$ cat src/rtl/adc_bcd_conv.sv
// adc_bcd_conv: converts a DW-bit unsigned ADC sample into four BCD digits
// using the shift-and-add-3 (double dabble) method. Each accepted sample takes
// DW shift cycles plus one DONE cycle. The digits update together and then
// hold until the next conversion finishes.
module adc_bcd_conv #(
    parameter int DW = 12
) (
    input  logic          clk,
    input  logic          clr,
    input  logic [DW-1:0] din,
    input  logic          din_valid,
    output logic          busy,
    output logic          done,
    output logic          drop,
    output logic [3:0]    dig0,
    output logic [3:0]    dig1,
    output logic [3:0]    dig2,
    output logic [3:0]    dig3
);

    localparam int CW = $clog2(DW + 1);

    typedef enum logic [1:0] {
        IDLE = 2'd0,
        CONV = 2'd1,
        DONE = 2'd2
    } state_t;

    state_t            r_state;
    state_t            w_next;
    logic [DW-1:0]     r_bin;
    logic [15:0]       r_bcd;
    logic [CW-1:0]     r_cnt;
    logic [15:0]       r_dig;
    logic              r_done;
    logic [15:0]       w_adj;
    logic [DW+15:0]    w_shift;
    logic              w_last;

    // The DW-th shift is the one taken when the counter holds DW-1
    assign w_last  = (r_cnt == CW'(DW - 1));
    assign w_shift = {w_adj[14:0], r_bin, 1'b0};

    // Add 3 to every BCD nibble that is 5 or more, all from pre-shift values
    always_comb begin
        w_adj = r_bcd;
        for (int k = 0; k < 4; k++) begin
            if (r_bcd[4*k +: 4] >= 4'd5) begin
                w_adj[4*k +: 4] = r_bcd[4*k +: 4] + 4'd3;
            end
        end
    end

    // State register
    always_ff @(posedge clk or posedge clr) begin
        if (clr) begin
            r_state <= IDLE;
        end else begin
            r_state <= w_next;
        end
    end

    // Next-state logic: accept in IDLE, shift DW times, then one DONE cycle
    always_comb begin
        w_next = r_state;
        case (r_state)
            IDLE:    if (din_valid) w_next = CONV;
            CONV:    if (w_last)    w_next = DONE;
            DONE:    w_next = IDLE;
            default: w_next = IDLE;
        endcase
    end

    // Datapath: capture, shift-and-adjust, and publish digits at the end of DONE
    always_ff @(posedge clk or posedge clr) begin
        if (clr) begin
            r_bin  <= '0;
            r_bcd  <= '0;
            r_cnt  <= '0;
            r_dig  <= '0;
            r_done <= 1'b0;
        end else begin
            r_done <= (r_state == DONE);
            case (r_state)
                IDLE: begin
                    if (din_valid) begin
                        r_bin <= din;
                        r_bcd <= '0;
                        r_cnt <= '0;
                    end
                end
                CONV: begin
                    {r_bcd, r_bin} <= w_shift;
                    r_cnt          <= r_cnt + 1'b1;
                end
                DONE: begin
                    r_dig <= r_bcd;
                end
                default: begin
                    r_bin <= '0;
                end
            endcase
        end
    end

    assign busy = (r_state != IDLE);
    assign done = r_done;
    assign drop = din_valid && (r_state != IDLE);
    assign dig0 = r_dig[3:0];
    assign dig1 = r_dig[7:4];
    assign dig2 = r_dig[11:8];
    assign dig3 = r_dig[15:12];

endmodule

$ cat config.mk
export PLATFORM = sky130hd
export DESIGN_NAME = adc_bcd_conv
export DESIGN_NICKNAME = d
export VERILOG_FILES = /design/src/rtl/adc_bcd_conv.sv
export SDC_FILE = /design/constraint.sdc
export NUM_CORES = 1
export LEC_CHECK = 0
export ABC_AREA = 1
export CAP_MARGIN = 20
export CELL_PAD_IN_SITES_DETAIL_PLACEMENT = 1
export CELL_PAD_IN_SITES_GLOBAL_PLACEMENT = 1
export CORE_UTILIZATION = 40
export DETAILED_ROUTE_END_ITERATION = 8
export PLACE_DENSITY = 0.81
export REMOVE_ABC_BUFFERS = 1
export SYNTH_ARGS = -nofsm -noshare
export SYNTH_HDL_FRONTEND = slang
export SYNTH_SLANG_ARGS = --single-unit
$ cat constraint.sdc
create_clock -name clk -period 2.2 [get_ports clk]
set_clock_uncertainty 0.15 [all_clocks]
set_input_delay 0.44 -clock clk [delete_from_list [all_inputs] [get_ports clk]]
set_output_delay 0.44 -clock clk [all_outputs]
set_load 0.05 [all_outputs]
==> results by group, run 1 <==
Logic synthesis
  • Cells after synthesis: 300
  • Synth area leader: dfrtp_1
  • Yosys reg bits: 51
  • Area share of the largest cell type after synthesis: between 50% and 60%
  • Most frequent cell after synthesis: nand2_1
  • Post-synth EDFFs: 0
  • Post-synth ARST share: 100%
  • Syn avg cell area: 8.22 um^2
  • Seq/Total Area, Yosys: 51.7%
  • Library cells used by synthesis: 21
  • Ys Warns: 0
  • Synth Cell Area: between 2000 and 2500 um^2
  • Top FF cell, synth: dfrtp_1
  • Commonest cells in the netlist: 88 x nand2_1, 51 x dfrtp_1, 45 x o21ai_0
  • Top cells by area, synth: dfrtp_1 52%, nand2_1 13%, o21ai_0 9.1%

Power and ir drop
  • Internal: 2.39 mW
  • Sequential power share: between 30% and 40%
  • Sw Ratio: 45.9%
  • Clock share of power: 13.4%
  • Max VDD drop: 0.000515 V
  • NetSw: 2.03 mW
  • Power density cells: 1470 nW/um^2
  • Combinational power share: 50.8%
  • Pwr Total: 4.42 mW
  • Leakage power: 1.47 nW

CTS
  • Latest clock arrival within the worst-skew pair: 0.30 ns
  • CTS clk-pin slew, worst paths: 0.09 ns
  • Post-CTS setup buffers: 0
  • Post-CTS sizing: 0
  • H-Tree Depth: 2
  • Clock Tree Root: clkbuf_8
  • Clk sinks: 51
  • CTS Buf Count: 5
  • Max Root-Sink Buffers: 2
  • TritonCTS clock tree: built
  • Post-CTS Hold Buffers: 0

Timing
  • Relative max-transition margin: 42.8%
  • Final setup viols: 0
  • Setup Total Neg Slack: 0 ns
  • Count of pins over their slew limit: 0
  • Hold slack: 0.220 ns
  • Unrepaired setup endpoints after global routing: false
  • Final WS setup: 0.133 ns
  • Period utilization: a little over nine tenths
  • Slew @ Worst Pin: approximately 0.86 ns
  • Achievable Freq: 484 MHz
  • Final Hold Viols: 0
  • Min cycle time layout: 2.07 ns

Drt
  • DRC violations left: 0
  • Final ANT Viol Nets: 0
  • Vias: 2101
  • Iteration-0 DRC Markers: approximately 90
  • Overall routed net length: ~5500 um
  • DR vias/cell: 5.09
  • WL/cell: 13.3 um
  • First-pass iteration count of the detailed router: 4

Layout
  • Share of cells above drive strength 1: roughly 6.5%
  • Final Cell Area: 3010 um^2
  • Sequential Area: 1280 um^2
  • Fillers: 729
  • Non-Filler Instances: approximately 410
  • Area of the multi-input gates: 976 um^2
  • Area grow syn2layout: 22.0%
  • ANT cells: 0
  • Final core occ: 50.8%
  • Final nets: approximately 360

Setup path
  • Crit-path max cell delay: 0.80 ns
  • CP Launch Type: register
  • CP endpoint kind: output pin
  • CP max-delay cell: clkdlybuf4s50_1
  • CP Data Arrival Time: approximately 1.5 ns
  • Top Family by Delay on Critical Path: buffers and inverters
  • Critical path type: register to output pin
  • Worst path cell trace: clkdlybuf4s50_1
  • Worst path required time: 1.61 ns
  • Critical Path Fanout Max: 2
  • Reg2reg setup slack: 0.46 ns
  • Worst Path Buf+Inv: 1

Flow run
  • Max Cap Violations: 0

Global route
  • Total congestion overflow: 0
  • Vias in the first global route: 2158
  • Largest net degree at the start of global routing: 44
  • First-pass GRT wire length: 9720 um
  • Gr usage total: 19.7%
  • Initial antenna violation count: 0

Place
  • Worst slack, placed: 0.185 ns
  • Dpl cells: approximately 410
  • Routability cong.: 0.758
  • PortBufs: 33
  • Hpwl dp: 3960 um
  • Post-DP Area: just under 3000 um^2

Worst hold path
  • HP Class: input pin to async pin

Die
  • Core area: 5920 um^2
  • Chip height: 80.5 um
  • IO Count: 34
  • Die area: 6490 um^2
  • Std cell rows: 28
  • Die W: 80.5 um
  • Starting Density: 41.7%

Outcome
  • Status: finished, final reports clean
## area by class of cell
class | instances | area share (%)
sequential | 51 | 42.4
multi-input combinational | 195 | 32.4
timing repair buffer | 39 | 13.1
inverter | 45 | 5.61
clock buffer | 8 | 3.33
tap | 75 | 3.12
## routing by layer
layer	global-route usage (%)	vias up	routed length, um	part of all wire [%]
met1	22.9	1022	2420	44
met5	0	-	0	0
met2	35.2	37	2860	52
met3	4.09	9	135	2.5
li1	-	1033	-	-
met4	7.50	0	87	1.6
## sequential cells by signal, indices dropped and copies added, names as in the netlist
signal   count
r_bcd       16
r_dig       16
done         1
r_bin       12
r_cnt        4
r_state      2
## cell families after synthesis
logic type / after synthesis / synth area share [%]
DFF: 51 / 51.7
and+or+nand+nor: 124 / 21.6
AOI/OAI and AO/OA: 62 / 13.4
buffers and inverters: 54 / 8.72
adders and majority gates: 9 / 4.56
## power by group through the flow
| stage | registers, mW | clock network [mW] | logic, mW |
|---|---|---|---|
| after global placement | 1.57 | 0 | 2.15 |
| final | 1.58 | 0.593 | 2.24 |
| after floorplan | 1.90 | 0 | 1.24 |
| after CTS | 1.58 | 0.621 | 2.28 |
| after detailed placement | 1.60 | 0 | 2.27 |
| after global routing | 1.63 | 0.652 | 2.55 |
## cells in the final DEF, fill, tap and decap left out
master,instances
nand3b_1,1
nand2_1,88
clkbuf_1,1
ha_1,9
a22o_1,1
inv_1,42
a21oi_4,1
nand2_2,1
nor2_4,2
clkdlybuf4s50_1,31
nand4_1,8
buf_4,6
nor3_1,1
clkbuf_8,7
o21bai_1,1
o21ai_1,12
o21ai_0,45
inv_2,3
buf_12,2
nand3_1,20
nor2_1,3
dfrtp_1,51
o22ai_1,2
## path summary, 6_finish.rpt
path                                         from                     to  cells past startpoint
max in group asynchronous                     clr  r_bcd[13]$_DFFE_PP0P_                      3
hold reg to reg             r_dig[12]$_DFFE_PP0N_  r_dig[12]$_DFFE_PP0N_                      2
min in group clk            r_dig[12]$_DFFE_PP0N_  r_dig[12]$_DFFE_PP0N_                      2
setup reg to reg           r_state[1]$_DFFE_PP0P_   r_dig[5]$_DFFE_PP0N_                      4
setup / recovery             r_dig[5]$_DFFE_PP0N_                dig1[1]                      1
hold / removal                                clr  r_dig[10]$_DFFE_PP0N_                      2
Power figures use the tool's default switching activity.
==> run 2: changes to the inputs <==
--- a/config.mk
+++ b/config.mk
@@ -9,6 +9,7 @@
 export CAP_MARGIN = 20
 export CELL_PAD_IN_SITES_DETAIL_PLACEMENT = 1
 export CELL_PAD_IN_SITES_GLOBAL_PLACEMENT = 1
+export CORE_MARGIN = 3
 export CORE_UTILIZATION = 40
 export DETAILED_ROUTE_END_ITERATION = 8
 export PLACE_DENSITY = 0.81
==> run 2 against run 1 <==
Clock-buffer cell count fell by 2. Worst setup slack lost 0.021 ns. Wire length rose by 6.0%. Critical path type unchanged. Sequential cell count did not move. Register-to-register slack better by 0.12 ns. Non-clock buffer count did not move. Utilization rose by 1.0 points. Critical path depth unchanged. Global-route usage shrank 2.1 points.
==> results by group, run 2 (synthesis gave the netlist of run 1 again) <==
Setup path
  • Critical path type: register to output pin (unchanged)
  • Critical Path Fanout Max: 2 (unchanged)
  • CP Launch Type: register (unchanged)
  • CP endpoint kind: output pin (unchanged)
  • Worst path cell trace: clkdlybuf4s50_1 (unchanged)
  • CP Data Arrival Time: 1.50 ns (was 1.48 ns)
  • Worst Path Buf+Inv: 1 (unchanged)
  • Crit-path max cell delay: 0.82 ns (was 0.80 ns)
  • Top Family by Delay on Critical Path: buffers and inverters (unchanged)
  • Worst path required time: 1.61 ns (about the same)
  • Reg2reg setup slack: 0.58 ns (was 0.46 ns)
  • CP max-delay cell: clkdlybuf4s50_1 (unchanged)

Layout
  • Share of cells above drive strength 1: 5.95% (was 6.51%)
  • Final Cell Area: 2980 um^2 (was 3010 um^2)
  • ANT cells: 0 (unchanged)
  • Most frequent cells in the layout: 88 x nand2_1, 51 x dfrtp_1, 45 x o21ai_0, 42 x inv_1, 31 x clkdlybuf4s50_1 (unchanged)
  • Final nets: 361 (unchanged)
  • Largest regs: r_bcd: 16 flops, r_dig: 16 flops, r_bin: 12 flops (unchanged)
  • Area grow syn2layout: 20.7% (was 22.0%)
  • Most common cell after layout, fill and taps aside: nand2_1 (unchanged)
  • Fillers: 725 (was 729)

Timing
  • Relative max-transition margin: 65.5% (was 42.8%)
  • Achievable Freq: 479 MHz (was 484 MHz)
  • Final Hold Viols: 0 (unchanged)
  • Slew @ Worst Pin: 0.516 ns (was 0.857 ns)
  • Final setup viols: 0 (unchanged)
  • Period utilization: 94.9% (was 93.9%)
  • Unrepaired setup endpoints after global routing: false (unchanged)
  • Count of pins over their slew limit: 0 (unchanged)
  • Min cycle time layout: 2.09 ns (was 2.07 ns)
  • Setup Total Neg Slack: 0 ns (unchanged)
  • Hold slack: 0.272 ns (was 0.220 ns)

Die
  • Std cell rows: 27 (was 28)
  • Core area: 5740 um^2 (was 5920 um^2)
  • Chip height: 84.5 um (was 80.5 um)
  • IO Count: 34 (unchanged)
  • Die area: 7150 um^2 (was 6490 um^2)
  • Starting Density: 43.0% (was 41.7%)
  • Die W: 84.5 um (was 80.5 um)

Drt
  • Highest metal used: met4 (unchanged)
  • Iteration-0 DRC Markers: 84 (was 88)
  • Final ANT Viol Nets: 0 (unchanged)
  • WL/cell: 14.3 um (was 13.3 um)
  • WL met3: 164 um (was 135 um)
  • DR vias/cell: 5.17 (was 5.09)
  • Overall routed net length: 5830 um (was 5500 um)
  • First-pass iteration count of the detailed router: 4 (unchanged)
  • Vias: 2111 (was 2101)
  • WL met1: 2540 um (was 2420 um)
  • DRC violations left: 0 (unchanged)
  • Metal2 WL: 3040 um (was 2860 um)

CTS
  • Clk sinks: 51 (unchanged)
  • Max Root-Sink Buffers: 2 (unchanged)
  • Latest clock arrival within the worst-skew pair: 0.30 ns (about the same)
  • Post-CTS Hold Buffers: 0 (unchanged)
  • TritonCTS clock tree: built (unchanged)
  • H-Tree Depth: 2 (unchanged)
  • CTS Buf Count: 5 (unchanged)
  • CTS clk-pin slew, worst paths: 0.09 ns (about the same)
  • Post-CTS sizing: 0 (unchanged)
  • Clock Tree Root: clkbuf_8 (unchanged)
  • Post-CTS setup buffers: 0 (unchanged)

Global route
  • First-pass GRT wire length: 10200 um (was 9720 um)
  • Total congestion overflow: 0 (unchanged)
  • Gr usage total: 17.6% (was 19.7%)
  • Vias in the first global route: 2292 (was 2158)
  • Largest net degree at the start of global routing: 38 (was 44)
  • Initial antenna violation count: 0 (unchanged)

Power and ir drop
  • Max VDD drop: 0.000581 V (was 0.000515 V)
  • Power density cells: 1460 nW/um^2 (was 1470 nW/um^2)
  • Leakage power: 1.45 nW (was 1.47 nW)

Place
  • Routability cong.: 0.826 (was 0.758)
  • PortBufs: 33 (unchanged)
  • Post-DP Area: 2910 um^2 (about the same)
  • Hpwl dp: 4240 um (was 3960 um)

Outcome
  • Status: finished, final reports clean (unchanged)

Worst hold path
  • HP Class: input pin to async pin (unchanged)

Flow run
  • Max Cap Violations: 0 (unchanged)
-- run 2: cell count changes in the layout (fill, tap and decap cells not counted), sizes merged --
| cell | previous run | this run |
|---|---|---|
| clkbuf | 8 | 6 |
-- run 2: area by class of cell --
cell class                      instances  area [um^2]  area share (%)
Clock buffer                            6         72.6            2.44
Inverter                               45          169            5.67
Multi-Input combinational cell        195          976            32.8
Sequential cell                        51         1280            42.8
Tap cell                               72         90.1            3.02
Timing Repair Buffer                   39          395            13.3
-- run 2: power by group --
| part | internal [mW] | total, mW | switching, mW |
|---|---|---|---|
| logic | 0.768 | 2.27 | 1.51 |
| clock network | 0.213 | 0.504 | 0.291 |
| registers | 1.33 | 1.57 | 0.246 |
-- run 2: path summary, 6_finish.rpt --
check,startpoint,endpoint,cells past startpoint
setup / recovery,r_dig[13]$_DFFE_PP0N_,dig3[1],1
max in group asynchronous,clr,r_bcd[2]$_DFFE_PP0P_,3
hold / removal,clr,r_dig[12]$_DFFE_PP0N_,2
hold reg to reg,r_dig[2]$_DFFE_PP0N_,r_dig[2]$_DFFE_PP0N_,2
setup reg to reg,r_state[1]$_DFFE_PP0P_,r_dig[0]$_DFFE_PP0N_,5
min in group clk,r_dig[2]$_DFFE_PP0N_,r_dig[2]$_DFFE_PP0N_,2
-- run 2: metrics by stage --
step	cells	util [%]	total power [mW]	worst slack [ns]
after global placement	402	50.6	3.72	0.151
final	408	51.9	4.35	0.113
after floorplan	291	-	3.14	0.380
after CTS	408	51.9	4.41	0.106
after global routing	408	51.9	4.77	0.0650
after detailed placement	402	50.6	3.89	0.138
-- run 2: per-layer routing --
layer	track usage [%]	vias to the layer above
li1	-	1031
met1	20.6	1041
met2	32.0	31
met3	3.34	8
met4	6.33	0
met5	0	-
==> run 3: changes to the inputs <==
--- a/config.mk
+++ b/config.mk
@@ -9,11 +9,9 @@
 export CAP_MARGIN = 20
 export CELL_PAD_IN_SITES_DETAIL_PLACEMENT = 1
 export CELL_PAD_IN_SITES_GLOBAL_PLACEMENT = 1
-export CORE_MARGIN = 3
 export CORE_UTILIZATION = 40
 export DETAILED_ROUTE_END_ITERATION = 8
 export PLACE_DENSITY = 0.81
-export REMOVE_ABC_BUFFERS = 1
 export SYNTH_ARGS = -nofsm -noshare
 export SYNTH_HDL_FRONTEND = slang
 export SYNTH_SLANG_ARGS = --single-unit
==> run 3 against run 2 <==
Clock power grew 34%. Wire length shrank 4.0%. First-iteration DRC count shrank 26%. Combinational power is essentially flat. Register-to-register slack lost 0.12 ns. Fmax shrank 0.19%. Critical path depth is the same. Clock-buffer cell count is the same. Sequential cell count is the same. Critical path type unchanged. Largest cell class unchanged. Largest power group unchanged.
==> results by group, run 3 (synthesis gave the netlist of run 1 again) <==
Outcome
  • Status: finished, final reports clean (unchanged)

Power and ir drop
  • Power density cells: 1490 nW/um^2 (was 1460 nW/um^2)
  • Max VDD drop: 0.000641 V (was 0.000581 V)
  • Leakage power: 1.47 nW (was 1.45 nW)

Place
  • Routability cong.: 0.782 (was 0.826)
  • PortBufs: 33 (unchanged)
  • Worst slack, placed: 0.175 ns (was 0.138 ns)
  • Hpwl dp: 3940 um (was 4240 um)
  • Post-DP Area: 2900 um^2 (was 2910 um^2)

Timing
  • Period utilization: 95.1% (was 94.9%)
  • Achievable Freq: 478 MHz (was 479 MHz)
  • Hold slack: 0.238 ns (was 0.272 ns)
  • Final Hold Viols: 0 (unchanged)
  • Min cycle time layout: 2.09 ns (about the same)
  • Slew @ Worst Pin: 0.847 ns (was 0.516 ns)
  • Unrepaired setup endpoints after global routing: false (unchanged)
  • Relative max-transition margin: 43.5% (was 65.5%)
  • Setup Total Neg Slack: 0 ns (unchanged)
  • Final WS setup: 0.109 ns (was 0.113 ns)
  • Final setup viols: 0 (unchanged)
  • Count of pins over their slew limit: 0 (unchanged)

Layout
  • Most common cell after layout, fill and taps aside: nand2_1 (unchanged)
  • Fillers: 716 (was 725)
  • Final Cell Area: 3010 um^2 (was 2980 um^2)
  • Final nets: 359 (was 361)
  • Sequential Area: 1280 um^2 (unchanged)
  • Largest regs: r_bcd: 16 flops, r_dig: 16 flops, r_bin: 12 flops (unchanged)
  • Share of cells above drive strength 1: 6.25% (was 5.95%)
  • Most frequent cells in the layout: 88 x nand2_1, 51 x dfrtp_1, 45 x o21ai_0, 42 x inv_1, 31 x clkdlybuf4s50_1 (unchanged)
  • Area grow syn2layout: 22.1% (was 20.7%)
  • Area of the multi-input gates: 976 um^2 (unchanged)
  • ANT cells: 0 (unchanged)

Setup path
  • CP Data Arrival Time: 1.50 ns (about the same)
  • Worst Path Buf+Inv: 1 (unchanged)
  • Worst path required time: 1.61 ns (about the same)
  • Critical Path Fanout Max: 2 (unchanged)
  • Critical path type: register to output pin (unchanged)
  • R2R depth: 4 (was 5)
  • Worst Setup SP: r_dig[5]$_DFFE_PP0N_ (was r_dig[13]$_DFFE_PP0N_)
  • Worst R2R End: r_dig[5]$_DFFE_PP0N_ (was r_dig[0]$_DFFE_PP0N_)
  • Worst path cell trace: clkdlybuf4s50_1 (unchanged)
  • WP depth: 1 (unchanged)
  • Worst setup endpoint: dig1[1] (was dig3[1])
  • CP max-delay cell: clkdlybuf4s50_1 (unchanged)
  • RR Startpoint: r_state[1]$_DFFE_PP0P_ (unchanged)
  • Reg2reg setup slack: 0.46 ns (was 0.58 ns)
  • Top Family by Delay on Critical Path: buffers and inverters (unchanged)
  • CP endpoint kind: output pin (unchanged)
  • Crit-path max cell delay: 0.83 ns (was 0.82 ns)
  • CP Launch Type: register (unchanged)

Drt
  • Overall routed net length: 5600 um (was 5830 um)
  • DR vias/cell: 5.07 (was 5.17)
  • Iteration-0 DRC Markers: 62 (was 84)
  • WL/cell: 13.6 um (was 14.3 um)
  • Final ANT Viol Nets: 0 (unchanged)
  • First-pass iteration count of the detailed router: 4 (unchanged)
  • Vias: 2082 (was 2111)
  • DRC violations left: 0 (unchanged)

CTS
  • Clk sinks: 51 (unchanged)
  • Latest clock arrival within the worst-skew pair: 0.30 ns (about the same)
  • CTS Buf Count: 5 (unchanged)
  • Clock Tree Root: clkbuf_8 (unchanged)
  • CTS clk-pin slew, worst paths: 0.09 ns (about the same)
  • Post-CTS Hold Buffers: 0 (unchanged)
  • Max Root-Sink Buffers: 2 (unchanged)
  • Post-CTS sizing: 0 (unchanged)
  • Post-CTS setup buffers: 0 (unchanged)
  • H-Tree Depth: 2 (unchanged)
  • TritonCTS clock tree: built (unchanged)

Global route
  • First-pass GRT wire length: 9790 um (was 10200 um)
  • Initial antenna violation count: 0 (unchanged)
  • Total congestion overflow: 0 (unchanged)
  • Gr usage total: 19.6% (was 17.6%)
  • Vias in the first global route: 2094 (was 2292)
  • Largest net degree at the start of global routing: 42 (was 38)

Die
  • IO Count: 34 (unchanged)
  • Die area: 6490 um^2 (was 7150 um^2)
  • Die W: 80.5 um (was 84.5 um)
  • Chip height: 80.5 um (was 84.5 um)
  • Core area: 5920 um^2 (was 5740 um^2)
  • Starting Density: 41.7% (was 43.0%)
  • Std cell rows: 28 (was 27)

Logic synthesis
  • Syn nets: between 300 and 400

Flow run
  • Max Cap Violations: 0 (unchanged)

Worst hold path
  • HP Class: input pin to async pin (unchanged)
-- run 3: area by class of cell --
cell class              count  share of cell area (%)
flip-flops and latches     51                    42.4
multi-input cells         195                    32.4
repair buffers             37                    12.6
inverters                  45                    5.61
well taps                  75                    3.11
clock buffers               6                    2.74
clock inverters             2                    1.16
-- run 3: worst min-delay path by stage --
stage	startpoint	endpoint	slack, ns	cells past startpoint
2_1_floorplan	r_bcd[13]$_DFFE_PP0P_	r_bcd[13]$_DFFE_PP0P_	0.30	2
3_3_place_gp	r_bcd[13]$_DFFE_PP0P_	r_bcd[13]$_DFFE_PP0P_	0.31	2
3_5_place_dp	r_dig[10]$_DFFE_PP0N_	r_dig[10]$_DFFE_PP0N_	0.32	2
4_1_cts	clr	r_dig[15]$_DFFE_PP0N_	0.24	2
5_1_grt	clr	r_dig[14]$_DFFE_PP0N_	0.24	2
6_report	clr	r_dig[15]$_DFFE_PP0N_	0.24	2
-- run 3: per-layer routing --
metal  up-vias  routed length [um]  GRT usage [%]
met5         -                   0              0
met4         0                  40           5.36
met3         4                  85           3.41
met1      1028                2620           24.8
met2        19                2860           34.3
li1       1031                   -              -
-- run 3: metrics by stage --
step	total power [mW]	std cells	utilization [%]
finish	4.50	411	50.9
global placement	3.72	403	48.9
floorplan	3.17	300	-
CTS	4.55	411	50.9
global route	4.91	411	50.9
detailed placement	3.85	403	48.9
-- run 3: power by group --
part	total (mW)	switching, mW	internal, mW
registers	1.58	0.250	1.33
clock network	0.677	0.309	0.369
logic	2.24	1.48	0.760
